[config.mk]
export PLATFORM = sky130hd
export DESIGN_NAME = univ_shift_reg_n
export DESIGN_NICKNAME = d
export VERILOG_FILES = /design/src/rtl/univ_shift_reg_pkg.sv /design/src/rtl/shreg_step.sv /design/src/rtl/univ_shift_reg_n.sv
export SDC_FILE = /design/constraint.sdc
export NUM_CORES = 1
export LEC_CHECK = 0
export CAP_MARGIN = 5
export CORE_MARGIN = 2
export CORE_UTILIZATION = 47
export CTS_BUF_LIST = sky130_fd_sc_hd__clkbuf_2 sky130_fd_sc_hd__clkbuf_4 sky130_fd_sc_hd__clkbuf_8
export DETAILED_ROUTE_END_ITERATION = 16
export PLACE_DENSITY_LB_ADDON = 0.2
export SLEW_MARGIN = 30
export SYNTH_ARGS = -nofsm -noshare
export SYNTH_HDL_FRONTEND = slang
export SYNTH_SLANG_ARGS = --single-unit
[constraint.sdc]
create_clock -name clk -period 1.85 [get_ports clk]
set_input_delay 0.185 -clock clk [delete_from_list [all_inputs] [get_ports clk]]
set_output_delay 0.185 -clock clk [all_outputs]
set_load 0.05 [all_outputs]
[src/rtl/univ_shift_reg_pkg.sv]
// Shared mode encodings and FSM state type for the universal shift register.
package univ_shift_reg_pkg;

    localparam logic [1:0] MODE_HOLD = 2'b00;
    localparam logic [1:0] MODE_SHL  = 2'b01;
    localparam logic [1:0] MODE_SHR  = 2'b10;
    localparam logic [1:0] MODE_ROL  = 2'b11;

    typedef enum logic {
        ST_IDLE  = 1'b0,
        ST_SHIFT = 1'b1
    } state_e;

endpackage

[src/rtl/shreg_step.sv]
// One-step next-value function for the shift register.
// Used for both single-step operation in IDLE and every step of a burst.
module shreg_step
    import univ_shift_reg_pkg::*;
#(
    parameter int WIDTH = 8
) (
    input  logic [1:0]       mode_i,
    input  logic [WIDTH-1:0] o_i,
    input  logic             ser_l_i,
    input  logic             ser_r_i,
    output logic [WIDTH-1:0] next_o
);

    always_comb begin
        next_o = o_i;
        case (mode_i)
            MODE_SHL: next_o = {o_i[WIDTH-2:0], ser_r_i};
            MODE_SHR: next_o = {ser_l_i, o_i[WIDTH-1:1]};
            MODE_ROL: next_o = {o_i[WIDTH-2:0], o_i[WIDTH-1]};
            default:  next_o = o_i;
        endcase
    end

endmodule

[src/rtl/univ_shift_reg_n.sv]
// WIDTH-bit universal shift/rotate register with parallel load and an
// auto-burst engine. Optional parity output under UNIV_SHIFT_REG_PARITY_EN.
module univ_shift_reg_n
    import univ_shift_reg_pkg::*;
#(
    parameter int WIDTH = 8,
    parameter int AMT_W = 4
) (
    input  logic             clk,
    input  logic             reset,
    input  logic             load,
    input  logic [1:0]       mode,
    input  logic [WIDTH-1:0] i,
    input  logic             ser_l,
    input  logic             ser_r,
    input  logic             start,
    input  logic [AMT_W-1:0] amt,
    output logic [WIDTH-1:0] o,
    output logic             busy,
    output logic             done
`ifdef UNIV_SHIFT_REG_PARITY_EN
    ,
    output logic             par
`endif
);

    state_e             state_q, state_d;
    logic [1:0]         bmode_q, bmode_d;
    logic [AMT_W-1:0]   cnt_q, cnt_d;
    logic [WIDTH-1:0]   o_q, o_d;
    logic               busy_q, busy_d;
    logic               done_q, done_d;
    logic [1:0]         step_mode;
    logic [WIDTH-1:0]   step_o;

    // A burst runs on the latched mode; IDLE single-steps follow the live mode.
    assign step_mode = (state_q == ST_SHIFT) ? bmode_q : mode;

    shreg_step #(.WIDTH(WIDTH)) u_step (
        .mode_i  (step_mode),
        .o_i     (o_q),
        .ser_l_i (ser_l),
        .ser_r_i (ser_r),
        .next_o  (step_o)
    );

    always_comb begin
        state_d = state_q;
        bmode_d = bmode_q;
        cnt_d   = cnt_q;
        o_d     = o_q;
        busy_d  = busy_q;
        done_d  = 1'b0;
        case (state_q)
            ST_IDLE: begin
                if (load) begin
                    o_d = i;
                end else if (start) begin
                    if (amt != '0 && mode != MODE_HOLD) begin
                        state_d = ST_SHIFT;
                        bmode_d = mode;
                        cnt_d   = amt;
                        busy_d  = 1'b1;
                    end else begin
                        done_d = 1'b1;
                    end
                end else begin
                    o_d = step_o;
                end
            end
            ST_SHIFT: begin
                o_d   = step_o;
                cnt_d = cnt_q - 1'b1;
                if (cnt_q == AMT_W'(1)) begin
                    state_d = ST_IDLE;
                    busy_d  = 1'b0;
                    done_d  = 1'b1;
                end
            end
            default: begin
                state_d = ST_IDLE;
                busy_d  = 1'b0;
            end
        endcase
    end

    always_ff @(posedge clk) begin
        if (!reset) begin
            state_q <= ST_IDLE;
            bmode_q <= MODE_HOLD;
            cnt_q   <= '0;
            o_q     <= '0;
            busy_q  <= 1'b0;
            done_q  <= 1'b0;
        end else begin
            state_q <= state_d;
            bmode_q <= bmode_d;
            cnt_q   <= cnt_d;
            o_q     <= o_d;
            busy_q  <= busy_d;
            done_q  <= done_d;
        end
    end

    assign o    = o_q;
    assign busy = busy_q;
    assign done = done_q;

`ifdef UNIV_SHIFT_REG_PARITY_EN
    // Forced low while reset is asserted, before the register has cleared.
    assign par = reset ? ^o_q : 1'b0;
`endif

endmodule
# Word level (Yosys, flattened, before mapping)
# Index checks and enable logic that the tools add are counted.
[word_totals]
output_inout_bits = 10
inputBits = 20
register_bits = 17
elab_cells = 48
[classes]
bitwise_logic = 2
n_addsub = 1
reduce_logical = 6
n_eq_ne = 9
muxes = 24
[op_table]
columns = ["op", "n"]
rows = [
  ["8-bit case mux with 3 select lines", 1],
  ["8-bit 2-to-1 mux", 2],
  ["8-bit case mux with 2 select lines", 1],
  ["1-bit 2-to-1 mux", 12],
  ["4-bit 2-to-1 mux", 3],
  ["4-bit case mux with 2 select lines", 1],
  ["4-bit AND reduction", 2],
  ["2-bit inequality test, second input constant", 3],
  ["1-bit case mux with 2 select lines", 3],
  ["2-bit equality test, second input constant", 2],
  ["4-bit by 1-bit equality test with 1-bit output, second input constant", 1],
  ["4-bit nonzero test", 1],
  ["4-bit by 1-bit subtractor with 4-bit output, second input constant", 1],
  ["3-bit inequality test, second input constant", 1],
  ["3-bit AND reduction", 1],
  ["2-bit by 1-bit equality test with 1-bit output, second input constant", 1],
  ["2-bit 2-to-1 mux", 1],
  ["2-bit by 1-bit inequality test with 1-bit output, second input constant", 1],
  ["1-bit inverter", 2],
  ["2-bit nonzero test", 1],
  ["1-bit logical AND", 1],
]

# Longest topological paths before layout
[depth]
depth_word = 6
mapped_depth = 5
depth_no_buf = 5

# Cells and area by module
# From an unflattened synthesis, not the netlist that was laid out.
[hier_totals]
hier_cells = 123
area_unflattened_um2 = 1056.0
[by_module_without_submodules]
columns = ["module", "n_inst", "area_each_um2", "seq_area_each_um2", "cells_each"]
rows = [
  ["univ_shift_reg_n", 1, 889.6, 340.3, 99],
  ["shreg_step", 1, 166.4, 0.0, 24],
]

# Least setup slack after synthesis
# No wires, ideal clock.
[synth_path]
path_type = "reg-to-reg"
from = "register cnt_q[0]"
to = "register busy_q (netlist: busy)"
stages_incl_launch_ff = 5
required_time_ns = 1.723
period_less_slack_ns = 1.377
path_buffers = 0
t_arrival_ns = 1.250
setup_ns = 0.127
slack_ns = 0.473
cell_sequence = "dfxtp_1 -> ha_1 -> or4b_2 -> nand2_1 -> a21oi_1"
[synth_via]
elab_chain_cells = 3
[synth_rtl]
columns = ["item", "line_no", "text"]
rows = [
  ["start, declared", "univ_shift_reg_n.sv:29", "logic [AMT_W-1:0] cnt_q, cnt_d;"],
  ["start signal, assigned", "univ_shift_reg_n.sv:98", "cnt_q <= cnt_d;"],
  ["4-bit by 1-bit equality test with 1-bit output", "univ_shift_reg_n.sv:74", "if (cnt_q == AMT_W'(1)) begin"],
  ["2-bit by 1-bit inequality test with 1-bit output (no line)", "n/a", ""],
  ["4-bit AND reduction (no line)", "n/a", ""],
  ["end signal, assigned", "univ_shift_reg_n.sv:100", "busy_q <= busy_d;"],
  ["end, declared", "univ_shift_reg_n.sv:31", "logic busy_q, busy_d;"],
]
# No other way between the ends.
# A chain may end at the register's enable or synchronous reset.

# Final worst setup path
[layout_path]
from = "register o_q[0] (netlist: o[0])"
to = "output port o[0]"
[layout_rtl]
columns = ["item", "line_no", "text"]
rows = [
  ["start, declared", "univ_shift_reg_n.sv:30", "logic [WIDTH-1:0] o_q, o_d;"],
  ["start signal, assigned", "univ_shift_reg_n.sv:92", "o_q <= '0;"],
  ["start signal, assigned", "univ_shift_reg_n.sv:99", "o_q <= o_d;"],
  ["end, declared", "univ_shift_reg_n.sv:18", "output logic [WIDTH-1:0] o,"],
]
# No word-level cell between the ends.

==> impl_metrics.yaml <==
critical_path:
  cp_cell_sequence: "clkdlybuf4s50_1"
  critPathLaunchType: "register"
  required_ns: 1.66
  cpPeakStageDelay_ns: 0.83
  cp_num_buf_inv: 1
  critical-path-top-delay-family: "buffers and inverters"
  startpoint: "o[0]"
  worstPathMaxFanout: 4
  worstSetupPathType: "register to primary output"
  ff2ff_setup_slack_ns: 0.19
  cp_slowest_cell: "clkdlybuf4s50_1"
  critPathArrivalTime_ns: 1.54
  r2r-end: "o[4]"
  r2r-start: "state_q"
  path_depth: 1
  reg2reg_depth: 4
  crit_path_end: "o[0]"
  critPathCaptureType: "primary output"
cells_and_area:
  area_growth_pct: 42.65
  num_antenna_cells: 0
  layout_common_cells: "clkdlybuf4s50_1 (29), nor2_1 (18), dfxtp_1 (17)"
  utilization_pct: 69.54
  layout.nets: 170
  drive_above_1_share_pct: 10.88
  final_common_cell: "clkdlybuf4s50_1"
  fillCellCount: 172
floorplanning:
  die_h_um: 48.42
  initial_core_util_pct: 48.75
  dieArea_sq_um: 2344
  pin_count: 30
  core_sq_um: 1902
  rows: 16
  die_w_um: 48.42
timing:
  period_share_pct: 93.22
  tns_ns: 0
  maxSlewHeadroom_pct: 65.64
  fin_skew_ns: 0.002599
  drv_slew: 0
  rsz0062_at_grt: "false"
  setup_viol: 0
  fmax_mhz: 579.8
  finalHoldViolCount: 0
  tightest_slew_ns: 0.5119
  period_minus_slack_ns: 1.725
clock_network:
  clock_latency_ns: 0.28
  cts_made_buffers: 3
  cts.htree.levels: 1
  cts_sinks: 17
  cts_tree: "done"
  post_cts_resized: 0
  clk_path_buf_depth: 2
  ctsRootBufferMaster: "clkbuf_4"
  postCtsSetupBuffers: 0
  cts_hold_buf: 0
  clkTransAtPathRegs_ns: 0.10
synth:
  ys_types: 33
  synthTopCellsByArea: "dfxtp_1 (37%), a221oi_1 (7.6%), o32ai_1 (7.6%), nor2_1 (7.3%), nand2_1 (5.7%)"
  syn-cell-area_sq_um: 927.1
  yosysWarnings: 0
  syn_inst: 109
  synth_top_area_cell: "dfxtp_1"
  ys_seq_area_share_pct: 36.71
  avgSynthCellArea_sq_um: 8.506
  synth.ff_latch_count: 17
  synth_nets: 131
  yosysTopAreaCellShare_pct: 36.71
grt:
  grt_pass1_vias: 958
  gr-total-overflow: 0
  grt_pass1_wl_um: 4215
  antenna_found_initial: 0
  grt_max_degree: 11
  track_usage_pct: 22.28
power_and_ir_drop:
  p_leak_nw: 0.4899
  vdd_drop_max_v: 0.0004093
  cellPowerDensity_nw_per_um2: 727.0
routing:
  remaining_drc_errors: 0
  wl_um: 2398
  num_vias: 998
  ant_nets: 0
  vias_per_cell: 5.736
  drt_first_pass_iters: 5
  wl_per_cell_um: 13.78
  drt_iter0_drc: 34
placement:
  io_buffers: 29
  place_hpwl_um: 1820
  globalplace.congestion: 0.8559
run_status:
  status: "finished, final reports clean"
flow_run:
  drv_cap: 0
worst_hold_path:
  hp-class: "register to register"
## worst min-delay path by stage
stage | from | endpoint | slack, ns | cells after the start
floorplan | amt[0] | cnt_q[0] | 0.32 | 2
global placement | busy | busy | 0.45 | 2
detailed placement | busy | busy | 0.46 | 2
CTS | busy | busy | 0.48 | 2
global route | busy | busy | 0.50 | 2
finish | busy | busy | 0.47 | 2
## per-layer routing
layer | vias up | track usage [%] | share of wire, %
met3 | 2 | 4.012 | 7.2
li1 | 489 | - | -
met2 | 46 | 33.56 | 44
met4 | 0 | 7.619 | 0.58
met1 | 461 | 32.22 | 48
met5 | - | 0 | 0
## logic make-up after synthesis
family	after synthesis	synth area share, %
xor+xnor	1	0.9448
mux	5	5.533
flops	17	36.71
fa+ha+maj	2	2.699
simple gates	45	23.62
buf+inv	8	3.643
compound gates	31	26.86
## flip-flops by register name, summed over array words and instances (netlist names)
signal,count
done,1
busy,1
cnt_q,4
state_q,1
bmode_q,2
o,8
## per-stage QoR
stage | hold slack, ns | cells | instance area [sq um] | power (mW) | setup WS (ns)
final | 0.4745 | 174 | 1323 | 0.9615 | 0.1254
after global routing | 0.5013 | 174 | 1323 | 1.017 | 0.01728
after CTS | 0.4762 | 174 | 1323 | 0.9640 | 0.1329
after detailed placement | 0.4585 | 170 | 1292 | 0.7536 | 0.02484
after global placement | 0.4496 | 170 | 1292 | 0.7489 | 0.06781
after floorplan | 0.3210 | 109 | 927.1 | 0.6254 | 0.4729
## final cells by class
type | count | area (sq um) | area share (%)
flip-flops and latches | 17 | 340.3 | 25.73
multi-input cells | 84 | 553.0 | 41.82
inverters | 6 | 22.52 | 1.703
well taps | 27 | 33.78 | 2.554
repair buffers | 36 | 342.8 | 25.92
clock buffers | 4 | 30.03 | 2.271
## where the power goes
group | internal (mW) | switching [mW] | leakage (nW)
Sequential | 0.399 | 0.0343 | 0.140
Combinational | 0.142 | 0.174 | 0.331
Clock | 0.0982 | 0.114 | 0.0184
## cell usage after synthesis
| library cell | n |
|---|---|
| nor2_1 | 18 |
| dfxtp_1 | 17 |
| nand2_1 | 14 |
| a221oi_1 | 8 |
| o32ai_1 | 8 |
| inv_1 | 6 |
| mux2i_1 | 4 |
| a21oi_1 | 3 |
| nand3b_1 | 3 |
| ha_1 | 2 |
| nor3_1 | 2 |
| o21a_1 | 2 |
| o21ai_1 | 2 |
| a211oi_1 | 1 |
| a21o_1 | 1 |
| a222oi_1 | 1 |
| a2bb2oi_1 | 1 |
| a31oi_1 | 1 |
| a41oi_2 | 1 |
| buf_4 | 1 |
| clkbuf_1 | 1 |
| mux2_2 | 1 |
| nand2b_1 | 1 |
| nand3_1 | 1 |
| nor4b_1 | 1 |
| nor4bb_1 | 1 |
| o211ai_1 | 1 |
| o21ai_0 | 1 |
| or2_2 | 1 |
| or3b_1 | 1 |
| or4_4 | 1 |
| or4b_2 | 1 |
| xnor2_1 | 1 |
## worst reg2reg max path, cell delays in order (launching register included)
cell and delay [ns]:
dfxtp_1 0.48, buf_4 0.20, mux2_2 0.41, a221oi_1 0.32, o32ai_1 0.13
Note: power is estimated with default switching activity, not from simulation.
==> variant, RTL diff (config.mk and constraints unchanged) <==
Change the parameter `AMT_W` from 4 to 6.
--- a/src/rtl/univ_shift_reg_n.sv
+++ b/src/rtl/univ_shift_reg_n.sv
@@ -4,7 +4,7 @@
     import univ_shift_reg_pkg::*;
 #(
     parameter int WIDTH = 8,
-    parameter int AMT_W = 4
+    parameter int AMT_W = 6
 ) (
     input  logic             clk,
     input  logic             reset,
Ports: changed (resized amt); port bits go from 30 to 32. The function was not compared with the original's and may differ.
==> variant against the original RTL <==
- sequential cell count is 2 higher
- sequential power up 12%
- utilization fell by 1.8 points
- non-clock buffer count rose by 9
- worst setup slack worse by 0.039 ns
- total power grew 17%
- area after synthesis increased by 30%
- clock skew increased by 0.0018 ns
- routed wire length rose by 33%
- cell area rose by 26%
- critical path depth unchanged
- largest cell class unchanged
- largest power group unchanged
==> variant: results (changes against the original RTL) <==
Clocking
The register clock-pin slew on the reported worst setup and hold paths is 0.12 ns (+0.02 ns). The number of H-tree levels is 1 (unchanged). The post-cts gate resize count came to 0 (unchanged). The total clock buffers created by CTS is 3 (unchanged). The worst-skew pair later-pin latency is 0.32 ns (+0.04 ns). The number of buffers on the longest clock path is 2 (unchanged).

Detailed routing
The wire length on met2 is 1470 um (+39%). The routed length per instance is 14.9 um (+8.4%). The number of optimization iterations in the first detailed-route pass is 4 (-1). The wire length on met1 is 1480 um (+29%).

The total met3 wirelength after detailed routing is 166 um (-4.0%). The total via count after detailed routing came to 1249 (+25%). In this run the top signal layer used is met4.

The initial detailed-routing violation count is 29 (-15%).

STA
The worst setup skew after layout is 0.00436 ns (+0.00177 ns). The headroom to the max-slew limit was 62.3% (-3.4 points).

Yosys
The number of warnings printed during yosys synthesis is 0 (unchanged). The sequential element share of the synthesized area is 31.5% (-5.2 points). The share of flip-flops with an asynchronous set or reset was 0% (unchanged).

After synthesis, the cell types taking the most area are dfxtp_1 31%, o21ai_0 7.0%, a21oi_1 6.6%. The distinct cell type count of the synthesized netlist was 40 (+21%). The synthesized netlist net count was 165 (+26%). By count the netlist is led by 19 x dfxtp_1, 17 x o21ai_0, 16 x a21oi_1.

Layout
The fraction of layout cells with a size suffix above 1 is 13.1% (+2.2 points). The post-layout net count came to 208 (+22%). The antenna diode count came to 0 (unchanged). The number of filler instances in the final layout came to 229 (+33%).

Critical path
The worst-path maximum fanout is 6 (+2). The data arrival time of the critical path came to 1.58 ns (+0.04 ns). On the critical path the largest part of the delay comes from buffers and inverters. The largest stage delay on the critical path came to 0.83 ns (about the same).

Power
The total internal power was 732 uW (+14%). The worst ir drop on vdd is 0.592 mV (+45%). The leakage power is 0.627 nW (+28%).

Status
The run finished with clean final reports.

Place
The routability-driven placement congestion ratio is 0.912 (+6.6%). The HPWL after detailed placement is 2360 um (+30%). The number of buffers inserted by port buffering is 31 (+6.9%).

Global route
The overall routing resource usage is 23.7% (+1.4 points). The wire length of the first global-routing pass is 5040 um (+20%). The largest net degree at the start of global routing is 21 (+10).

Hold path
The classification of the worst-slack hold path is in -> reg.
-- variant: changes by cell type in the layout (fill, tap and decap cells not counted), sizes merged, moves of 3 or more --
cell / unedited run / this run
o21ai: 3 / 17
xor2: 0 / 3
o21a: 2 / 10
buf: 7 / 14
a221oi: 8 / 0
o32ai: 8 / 0
a21oi: 3 / 16
nand3b: 3 / 0
a22o: 0 / 3
nand2: 14 / 3
nor2b: 0 / 10
nor3b: 0 / 6
nor2: 18 / 4
-- variant: stage by stage --
stage	util [%]	hold WS [ns]	cell area, um^2	setup WS [ns]	std cells
after floorplan	-	0.354	1210	0.308	141
after global placement	66.3	0.494	1630	-0.0814	209
after detailed placement	66.3	0.503	1630	-0.0592	209
after CTS	67.5	0.486	1660	0.0817	213
after global routing	67.7	0.556	1660	0.0235	213
final	67.7	0.489	1660	0.0864	213
-- variant: cell type report --
cell class / count / area, um^2 / area share (%)
Timing Repair Buffer: 45 / 415 / 25.0
Clock buffer: 4 / 30.0 / 1.81
Sequential cell: 19 / 380 / 22.9
Inverter: 4 / 15.0 / 0.903
Multi-Input combinational cell: 111 / 785 / 47.2
Tap cell: 30 / 37.5 / 2.26
-- variant: logic make-up after synthesis --
| family | count (synthesis) | synth area share (%) |
|---|---|---|
| AOI/OAI and AO/OA | 57 | 30.7 |
| and+or+nand+nor | 42 | 23.5 |
| DFF | 19 | 31.5 |
| buffers and inverters | 11 | 4.14 |
| muxes | 7 | 5.90 |
| xor gates and xnor gates | 3 | 2.17 |
| adders and majority gates | 2 | 2.07 |
-- variant: routing by layer --
layer	GRT usage, %	up-vias
met4	12.9	0
met3	2.46	7
li1	-	604
met5	0	-
met2	37.5	41
met1	31.2	597
-- variant: worst paths after layout --
path              depth (start not counted)  startpoint    to  slack (ns)
hold / removal                            3        i[1]  o[1]        0.49
setup / recovery                          1        o[1]  o[1]        0.09
setup reg to reg                          5     state_q  o[0]        0.18
hold reg to reg                           2        o[0]  o[0]        0.52
-- variant: power by group through the flow --
stage	combinational [mW]	sequential [mW]	clock, mW
floorplan	0.182	0.546	0
global placement	0.381	0.492	0
detailed placement	0.390	0.494	0
CTS	0.393	0.484	0.251
global route	0.424	0.491	0.263
finish	0.395	0.485	0.245
